$ cat src/rtl/reflet_arb_pkg.sv
// -----------------------------------------------------------------------------
// reflet_arb_pkg
// Shared constants for the reflet bus arbiter:
//   - arbiter state encoding (kept as plain 2-bit constants so legacy code
//     that compares raw state values keeps working)
//   - bus master index constants used for the address/data source select
//   - counter width helper used to size the burst and quantum counters
// -----------------------------------------------------------------------------
package reflet_arb_pkg;

  // Arbiter states
  localparam logic [1:0] ARB_CPU_OWN = 2'd0;
  localparam logic [1:0] ARB_DRAIN   = 2'd1;
  localparam logic [1:0] ARB_M1_OWN  = 2'd2;
  localparam logic [1:0] ARB_RETURN  = 2'd3;

  // Bus master indices
  localparam logic ARB_M_CPU = 1'b0;
  localparam logic ARB_M_1   = 1'b1;

  // Bits needed to hold 0..limit inclusive (never less than one bit).
  function automatic int unsigned arb_cnt_width(input int unsigned limit);
    return (limit < 32'd1) ? 32'd1 : $clog2(limit + 32'd1);
  endfunction

endpackage : reflet_arb_pkg

$ cat src/rtl/reflet_sat_counter.sv
// -----------------------------------------------------------------------------
// reflet_sat_counter
// Up-counter that sticks at LIMIT instead of wrapping. A clear has priority
// over an increment.
//
// Ports:
//   clk        input   system clock
//   rst_n      input   asynchronous active-low reset (count returns to 0)
//   clr_i      input   synchronous clear to 0
//   inc_i      input   increment by one (ignored once at LIMIT)
//   count_o    output  current count, WIDTH bits
//   at_limit_o output  count equals LIMIT
// -----------------------------------------------------------------------------
module reflet_sat_counter #(
  parameter int unsigned WIDTH = 4,
  parameter int unsigned LIMIT = 8
) (
  input  logic             clk,
  input  logic             rst_n,
  input  logic             clr_i,
  input  logic             inc_i,
  output logic [WIDTH-1:0] count_o,
  output logic             at_limit_o
);

  localparam logic [WIDTH-1:0] LIMIT_W = WIDTH'(LIMIT);

  logic [WIDTH-1:0] count_q;
  logic [WIDTH-1:0] count_d;

  // Next count: clear, saturating increment, or hold
  always_comb begin
    count_d = count_q;
    if (clr_i) begin
      count_d = {WIDTH{1'b0}};
    end else if (inc_i && (count_q != LIMIT_W)) begin
      count_d = count_q + WIDTH'(1);
    end else begin
      count_d = count_q;
    end
  end

  // Count register
  always_ff @(posedge clk or negedge rst_n) begin
    if (!rst_n) begin
      count_q <= {WIDTH{1'b0}};
    end else begin
      count_q <= count_d;
    end
  end

  assign count_o    = count_q;
  assign at_limit_o = (count_q == LIMIT_W);

endmodule : reflet_sat_counter

$ cat src/rtl/reflet_bus_arbiter.sv
// -----------------------------------------------------------------------------
// reflet_bus_arbiter
// Shares the reflet system bus between the CPU (master 0) and a secondary
// master such as a DMA or debug loader (master 1). The CPU is stalled through
// its enable, one drain cycle lets its last access settle, master 1 then owns
// the bus for at most max_burst beats, and a return cycle hands the bus back.
// After every return the CPU keeps the bus for at least cpu_quantum cycles.
//
// Ports:
//   clk, reset           clock; asynchronous active-low reset
//   cpu_addr/wdata/we    CPU side of the bus
//   cpu_enable           CPU enable, 0 stalls the CPU
//   m1_req/addr/wdata/we master-1 beat request, held until m1_gnt
//   m1_gnt               master-1 beat accepted this cycle
//   m1_rvalid            read data of the previous accepted read beat valid
//   m1_rdata             bus_rdata passthrough
//   bus_addr/wdata/we    muxed bus towards ROM/RAM/peripherals
//   bus_rdata            OR-combined slave read data (1-cycle latency)
// -----------------------------------------------------------------------------
module reflet_bus_arbiter
  import reflet_arb_pkg::*;
#(
  parameter int unsigned wordsize    = 16,
  parameter int unsigned max_burst   = 8,
  parameter int unsigned cpu_quantum = 4
) (
  input  logic                clk,
  input  logic                reset,
  input  logic [wordsize-1:0] cpu_addr,
  input  logic [wordsize-1:0] cpu_wdata,
  input  logic                cpu_write_en,
  output logic                cpu_enable,
  input  logic                m1_req,
  input  logic [wordsize-1:0] m1_addr,
  input  logic [wordsize-1:0] m1_wdata,
  input  logic                m1_write_en,
  output logic                m1_gnt,
  output logic                m1_rvalid,
  output logic [wordsize-1:0] m1_rdata,
  output logic [wordsize-1:0] bus_addr,
  output logic [wordsize-1:0] bus_wdata,
  output logic                bus_write_en,
  input  logic [wordsize-1:0] bus_rdata
);

  localparam int unsigned BURST_W = arb_cnt_width(max_burst);
  localparam int unsigned QUANT_W = arb_cnt_width(cpu_quantum);

  // Count value at which the current beat / CPU cycle is the last one needed
  localparam logic [BURST_W-1:0] BURST_LAST = BURST_W'(max_burst - 32'd1);
  localparam logic [QUANT_W-1:0] QUANT_LAST = QUANT_W'(cpu_quantum - 32'd1);

  logic [1:0]         state_q;
  logic [1:0]         state_d;
  logic               waive_q;     // quantum waived until the first return after reset
  logic               waive_d;
  logic               rvalid_q;
  logic               rvalid_d;

  logic [BURST_W-1:0] burst_cnt_s;
  logic               burst_full_s;
  logic [QUANT_W-1:0] quant_cnt_s;
  logic               quant_full_s;
  logic               quant_ok_s;
  logic               gnt_s;
  logic               bus_sel_s;

  // Beats granted in the current master-1 tenure
  reflet_sat_counter #(
    .WIDTH (BURST_W),
    .LIMIT (max_burst)
  ) u_burst_cnt (
    .clk        (clk),
    .rst_n      (reset),
    .clr_i      (state_q == ARB_DRAIN),
    .inc_i      (gnt_s),
    .count_o    (burst_cnt_s),
    .at_limit_o (burst_full_s)
  );

  // CPU-owned cycles since the last return
  reflet_sat_counter #(
    .WIDTH (QUANT_W),
    .LIMIT (cpu_quantum)
  ) u_quant_cnt (
    .clk        (clk),
    .rst_n      (reset),
    .clr_i      (state_q == ARB_RETURN),
    .inc_i      (state_q == ARB_CPU_OWN),
    .count_o    (quant_cnt_s),
    .at_limit_o (quant_full_s)
  );

  // The decision is taken during the cycle that completes the quantum, so the
  // CPU gets exactly cpu_quantum cycles before the next drain.
  assign quant_ok_s = waive_q | quant_full_s | (quant_cnt_s == QUANT_LAST);

  // Next arbiter state
  always_comb begin
    state_d = state_q;
    case (state_q)
      ARB_CPU_OWN: begin
        if (m1_req && quant_ok_s) begin
          state_d = ARB_DRAIN;
        end else begin
          state_d = ARB_CPU_OWN;
        end
      end
      ARB_DRAIN: begin
        state_d = ARB_M1_OWN;
      end
      ARB_M1_OWN: begin
        if (!m1_req) begin
          state_d = ARB_RETURN;
        end else if (gnt_s && (burst_cnt_s == BURST_LAST)) begin
          state_d = ARB_RETURN;
        end else if (burst_full_s) begin
          // Unreachable in normal operation; never let master 1 hold the bus.
          state_d = ARB_RETURN;
        end else begin
          state_d = ARB_M1_OWN;
        end
      end
      ARB_RETURN: begin
        state_d = ARB_CPU_OWN;
      end
      default: begin
        state_d = ARB_CPU_OWN;
      end
    endcase
  end

  // Quantum waiver is consumed by the first return
  always_comb begin
    if (state_q == ARB_RETURN) begin
      waive_d = 1'b0;
    end else begin
      waive_d = waive_q;
    end
  end

  // Read data follows one cycle after any accepted read beat
  always_comb begin
    rvalid_d = gnt_s & ~m1_write_en;
  end

  // Arbiter registers
  always_ff @(posedge clk or negedge reset) begin
    if (!reset) begin
      state_q  <= ARB_CPU_OWN;
      waive_q  <= 1'b1;
      rvalid_q <= 1'b0;
    end else begin
      state_q  <= state_d;
      waive_q  <= waive_d;
      rvalid_q <= rvalid_d;
    end
  end

  // Address/data source: master 1 only while it owns the bus
  always_comb begin
    if (state_q == ARB_M1_OWN) begin
      bus_sel_s = ARB_M_1;
    end else begin
      bus_sel_s = ARB_M_CPU;
    end
  end

  // Address/data mux; drain and return keep the stalled CPU address on the bus
  always_comb begin
    if (bus_sel_s == ARB_M_1) begin
      bus_addr  = m1_addr;
      bus_wdata = m1_wdata;
    end else begin
      bus_addr  = cpu_addr;
      bus_wdata = cpu_wdata;
    end
  end

  // Per-state enable, grant and write strobe
  always_comb begin
    cpu_enable   = 1'b0;
    gnt_s        = 1'b0;
    bus_write_en = 1'b0;
    case (state_q)
      ARB_CPU_OWN: begin
        cpu_enable   = 1'b1;
        bus_write_en = cpu_write_en;
      end
      ARB_DRAIN: begin
        cpu_enable   = 1'b0;
        bus_write_en = 1'b0;
      end
      ARB_M1_OWN: begin
        gnt_s        = m1_req & ~burst_full_s;
        bus_write_en = m1_req & ~burst_full_s & m1_write_en;
      end
      ARB_RETURN: begin
        cpu_enable   = 1'b0;
        bus_write_en = 1'b0;
      end
      default: begin
        cpu_enable   = 1'b0;
        bus_write_en = 1'b0;
      end
    endcase
  end

  assign m1_gnt    = gnt_s;
  assign m1_rvalid = rvalid_q;
  assign m1_rdata  = bus_rdata;

endmodule : reflet_bus_arbiter

$ cat config.mk
export PLATFORM = sky130hd
export DESIGN_NAME = reflet_bus_arbiter
export DESIGN_NICKNAME = d
export VERILOG_FILES = /design/src/rtl/reflet_arb_pkg.sv /design/src/rtl/reflet_sat_counter.sv /design/src/rtl/reflet_bus_arbiter.sv
export SDC_FILE = /design/constraint.sdc
export NUM_CORES = 1
export LEC_CHECK = 0
export ABC_AREA = 1
export BUFFER_PORTS_ARGS = -buffer_cell sky130_fd_sc_hd__buf_2
export CORE_MARGIN = 3
export CORE_UTILIZATION = 36
export DETAILED_ROUTE_END_ITERATION = 10
export PLACE_DENSITY = 0.95
export SKIP_LAST_GASP = 1
export SYNTH_ARGS = -nofsm -noshare
export SYNTH_HDL_FRONTEND = slang
export SYNTH_SLANG_ARGS = --single-unit
$ cat constraint.sdc
create_clock -name clk -period 3.3 [get_ports clk]
set_clock_uncertainty 0.15 [all_clocks]
set_input_delay 0.99 -clock clk [delete_from_list [all_inputs] [get_ports clk]]
set_output_delay 0.99 -clock clk [all_outputs]
set_load 0.01 [all_outputs]
**Word level (Yosys, flattened, before mapping)**

Index checks and enable logic that the tools add are counted.
Widths: inputs -> output; s select.

- Flip-flop bits (word level): 11
- Bits of input ports: 85
- Logic and storage cells: 46

- Add/subtract/negate cells: 2
- Eq/ne operators: 9
- Multiplexer cells: 15
- Bitwise gates (word level): 7
- Reductions and logical operators: 8

Operator list:

| operator | count |
|---|---|
| $mux 16 | 2 |
| $mux 4 | 2 |
| $pmux 2 s4 | 1 |
| $mux 1 | 7 |
| $mux 3 | 2 |
| $add 4x1->4 const B | 1 |
| $eq 2x2->1 const B | 2 |
| $eq 4x3->1 const B | 1 |
| $eq 4x4->1 const B | 1 |
| $logic_and 1x1->1 | 4 |
| $ne 4x4->1 const B | 1 |
| $reduce_bool 2->1 | 2 |
| $add 3x1->3 const B | 1 |
| $and 1x1->1 | 3 |
| $eq 3x2->1 const B | 1 |
| $eq 3x3->1 const B | 1 |
| $ne 3x3->1 const B | 1 |
| $pmux 1 s3 | 1 |
| $eq 2x1->1 const B | 1 |
| $logic_not 2->1 | 1 |
| $not 1->1 | 2 |
| $or 1x1->1 | 2 |
| $reduce_or 2->1 | 1 |

**Logic depth before layout (Yosys ltp)**

- Word-level depth: 8
- Gate-level depth with buffers: 7
- Gate-level depth less buffers: 7

**Cells and area by module**

Synthesis repeated with hierarchy kept, for this count alone.

- Cells, all modules: 209
- Area total of the unflattened synthesis: 1280.0 µm²

By module, submodules not included:

| module | instances | cells an instance | area an instance (µm²) | sequential area each (µm²) |
|---|---|---|---|---|
| reflet_bus_arbiter | 1 | 155 | 865.8 | 101.3 |
| reflet_sat_counter (u_burst_cnt) | 1 | 29 | 229.0 | 100.1 |
| reflet_sat_counter (u_quant_cnt) | 1 | 25 | 185.2 | 75.1 |

**Worst setup path before layout**

No wires, ideal clock.

- Path type: input to output
- Start: input m1_req
- End: output bus_write_en
- Arrival time: 1.240 ns
- Data required time: 2.160 ns
- Slack: 0.920 ns
- Cell stages on the path: 2
- Path buffers: 0
- Cells stage by stage: nand2_1 o21ai_1

- Longest elaborated chain between the ends: 3

RTL lines:

| what | RTL line | text |
|---|---|---|
| start, declared | reflet_bus_arbiter.sv:33 | `input logic m1_req,` |
| $and 1x1->1 (2 in series) | reflet_bus_arbiter.sv:196 | `bus_write_en = m1_req & ~burst_full_s & m1_write_en;` |
| $pmux 1 s3 | reflet_bus_arbiter.sv:185 | `case (state_q)` |
| end, declared | reflet_bus_arbiter.sv:42 | `output logic bus_write_en,` |

Every way passes these cells.

**Worst setup path after layout**

- Start: register state_q[0]
- End: output bus_wdata[14]

- Longest elaborated chain between the ends: 3

RTL lines:

| what | RTL line | text |
|---|---|---|
| start, declared | reflet_bus_arbiter.sv:53 | `logic [1:0] state_q;` |
| start signal, assigned | reflet_bus_arbiter.sv:154 | `state_q <= state_d;` |
| $eq 2x2->1 | reflet_bus_arbiter.sv:162 | `if (state_q == ARB_M1_OWN) begin` |
| $mux 1 | reflet_bus_arbiter.sv:162 |  |
| $mux 16 | reflet_bus_arbiter.sv:171 | `if (bus_sel_s == ARB_M_1) begin` |
| end, declared | reflet_bus_arbiter.sv:41 | `output logic [wordsize-1:0] bus_wdata,` |

Every way passes these cells.

==> flow_summary.yaml <==
timing:
  slew_headroom_pct: 84.3
  setup_violations: 0
  drv_slew: 0
  tightest_slew_ns: 0.235
  min_period_ns: 2.83
  finalSetupTns_ns: 0
  hold_viol: 0
  fmax_mhz: 354
  rsz0062_at_grt: "no"
  fin_ws_ns: 0.472
  period_share_pct: 85.7
critical_path:
  cp_max_fo: 22
  cp_cell_sequence: "inv_1 -> ha_1 -> inv_2 -> buf_4 -> nand2_1 -> nand2_1 -> buf_2"
  timing.rr.start: "state_q[0]"
  cpMaxStageDelayCell: "dfrtp_1"
  crit_buf_inv: 4
  setup.worst_path.start: "state_q[0]"
  cp.required_ns: 2.16
  r2r_cells: 7
  cp_data_arrival_time_ns: 1.69
  path_class: "reg2out"
  cp_top_family: "buffers and inverters"
  r2r_end: "u_burst_cnt.count_o[2]"
  start_kind: "flop"
  cp_common_cell: "nand2_1"
  end_kind: "primary output"
  critPathMaxStageDelay_ns: 0.38
  r2r_slack_ns: 1.81
worst_hold_path:
  hold_path_class: "reg2reg"
  min_to: "waive_q"
  worstHoldPathCells: 2
  min-delay-start: "waive_q"
power:
  p_leak_nw: 1.10
  p_total_mw: 1.37
  p_per_area_mw_per_mm2: 827
  ir_drop_mv: 0.410
clocking:
  clock_sinks: 11
  root_buffer: "clkbuf_4"
  clk_pin_slew_ns: 0.07
  cts_tree: "built"
  cts_setup_buffers: 0
  cts_max_path_buffers: 2
  post_cts_resized: 0
  cts_made_buffers: 3
  holdBufCountCts: 0
  cts_max_level: 1
  clk_latency_ns: 0.27
global_routing:
  grt_pass1_vias: 1413
  overflow: 0
  grt_use_total_pct: 17.3
  grt_pass1_wl_um: 5750
  antenna_found_initial: 1
  grt_max_degree: 23
synth:
  synth_seq_area_share_pct: 23.3
  synth_area_mm2: 0.00119
  syn_nets: 292
  ys_seq_elements: 11
  synth_area_per_cell_um2: 5.99
  synth.distinct_cells: 19
  synthCells: 198
  yosysWarningCount: 0
final_layout:
  synthToLayoutAreaGrowth_pct: 39.3
  final_common_cell: "nand2_1"
  fin_area_mm2: 0.00165
  nNetsFinal: 381
  layout_common_cells: "nand2_1 (114), buf_2 (104), inv_1 (11), nand3_1 (10), dfrtp_1 (10)"
  drive_above_1_share_pct: 40.9
  n_antenna_cell: 0
place:
  gp_congestion: 0.733
  detailed_place_hpwl_um: 3040
  io_buffer_count: 104
  placed_area_mm2: 0.00163
  dpl_worst_slack_ns: 0.660
floorplanning:
  start_util_pct: 38.2
  die_h_um: 63.4
  die_area_mm2: 0.00402
  core_area_mm2: 0.00310
  rows: 20
  pin_count: 137
  die-width_um: 63.4
route:
  drt_wl_total_um: 3560
  num_vias: 1424
  wl_per_cell_um: 10.8
  drc: 0
  via_per_inst: 4.32
  dr.pass1.iters: 4
  drt_iter0_drc: 27
  ant_nets: 0
outcome:
  outcome: "finished clean"
flow_run:
  cap_viol_max_count: 0
-- cell type report --
class,instances,area (um^2)
Clock buffer,4,26.3
Fill cell,316,1450
Inverter,15,63.8
Multi-Input combinational cell,149,688
Sequential cell,11,277
Tap cell,44,55.1
Timing Repair Buffer,107,543
-- state kept, by name, summed over array words and instances, names as in the netlist --
name / cells
u_quant_cnt.count_o: 3
state_q: 2
u_burst_cnt.count_o: 4
waive_q: 1
m1_rvalid: 1
-- power breakdown --
group	internal (mW)	switching, mW
clock	0.0466	0.0425
sequential	0.185	0.0418
combinational	0.405	0.647
total	0.637	0.731
-- per-layer routing --
metal,routed length (um),share of wire [%],GRT usage (%),vias up
li1,-,-,-,762
met1,1330,37,16.8,578
met2,1840,52,33.6,76
met3,340,9.6,5.88,6
met4,30,0.84,5.39,2
met5,11,0.31,0,-
-- worst register-to-register path, delay by kind of cell (launching register included) --
kind / cells / cell delay [ns]
fa+ha+maj: 1 / 0.23
buf+inv: 3 / 0.34
flops: 1 / 0.38
simple gates: 3 / 0.26
-- synthesized netlist by cell type --
master	n	area, um^2
buf_2	6	30.0
buf_4	17	128
clkinv_4	1	8.76
dfrtp_1	10	250
dfstp_2	1	26.3
ha_1	9	113
inv_1	11	41.3
inv_2	2	7.51
inv_4	1	6.26
nand2_1	114	428
nand3_1	10	50.1
nand3_2	1	10.0
nand3_4	1	17.5
nand4_1	1	6.26
nor2_1	6	22.5
o211ai_1	1	7.51
o21ai_0	2	10.0
o21ai_1	3	15.0
xor2_1	1	8.76
-- metrics by stage --
step | hold WS [ns] | instances | utilization [%]
after floorplan | 0.282 | 198 | -
after global placement | 0.297 | 326 | 52.4
after detailed placement | 0.292 | 326 | 52.4
after CTS | 0.302 | 330 | 53.3
after global routing | 0.328 | 330 | 53.3
final | 0.301 | 330 | 53.3
-- logic make-up (layout without fill, tap and decap cells) --
| family | count (synthesis) | after routing | share of synthesized area (%) |
|---|---|---|---|
| compound gates | 6 | 6 | 2.74 |
| xor+xnor | 1 | 1 | 0.739 |
| fa+ha+maj | 9 | 9 | 9.49 |
| buf+inv | 38 | 126 | 18.7 |
| flops | 11 | 11 | 23.3 |
| simple gates | 133 | 133 | 45.0 |
-- how the worst max path moves through the flow --
| stage | slack, ns | endpoint | cells after the start |
|---|---|---|---|
| CTS | 0.46 | bus_addr[1] | 7 |
| floorplan | 0.92 | bus_write_en | 2 |
| finish | 0.47 | bus_wdata[14] | 7 |
| global placement | 0.66 | bus_write_en | 4 |
| detailed placement | 0.66 | bus_write_en | 4 |
| global route | 0.29 | bus_wdata[13] | 7 |
Power figures use the tool's default switching activity.
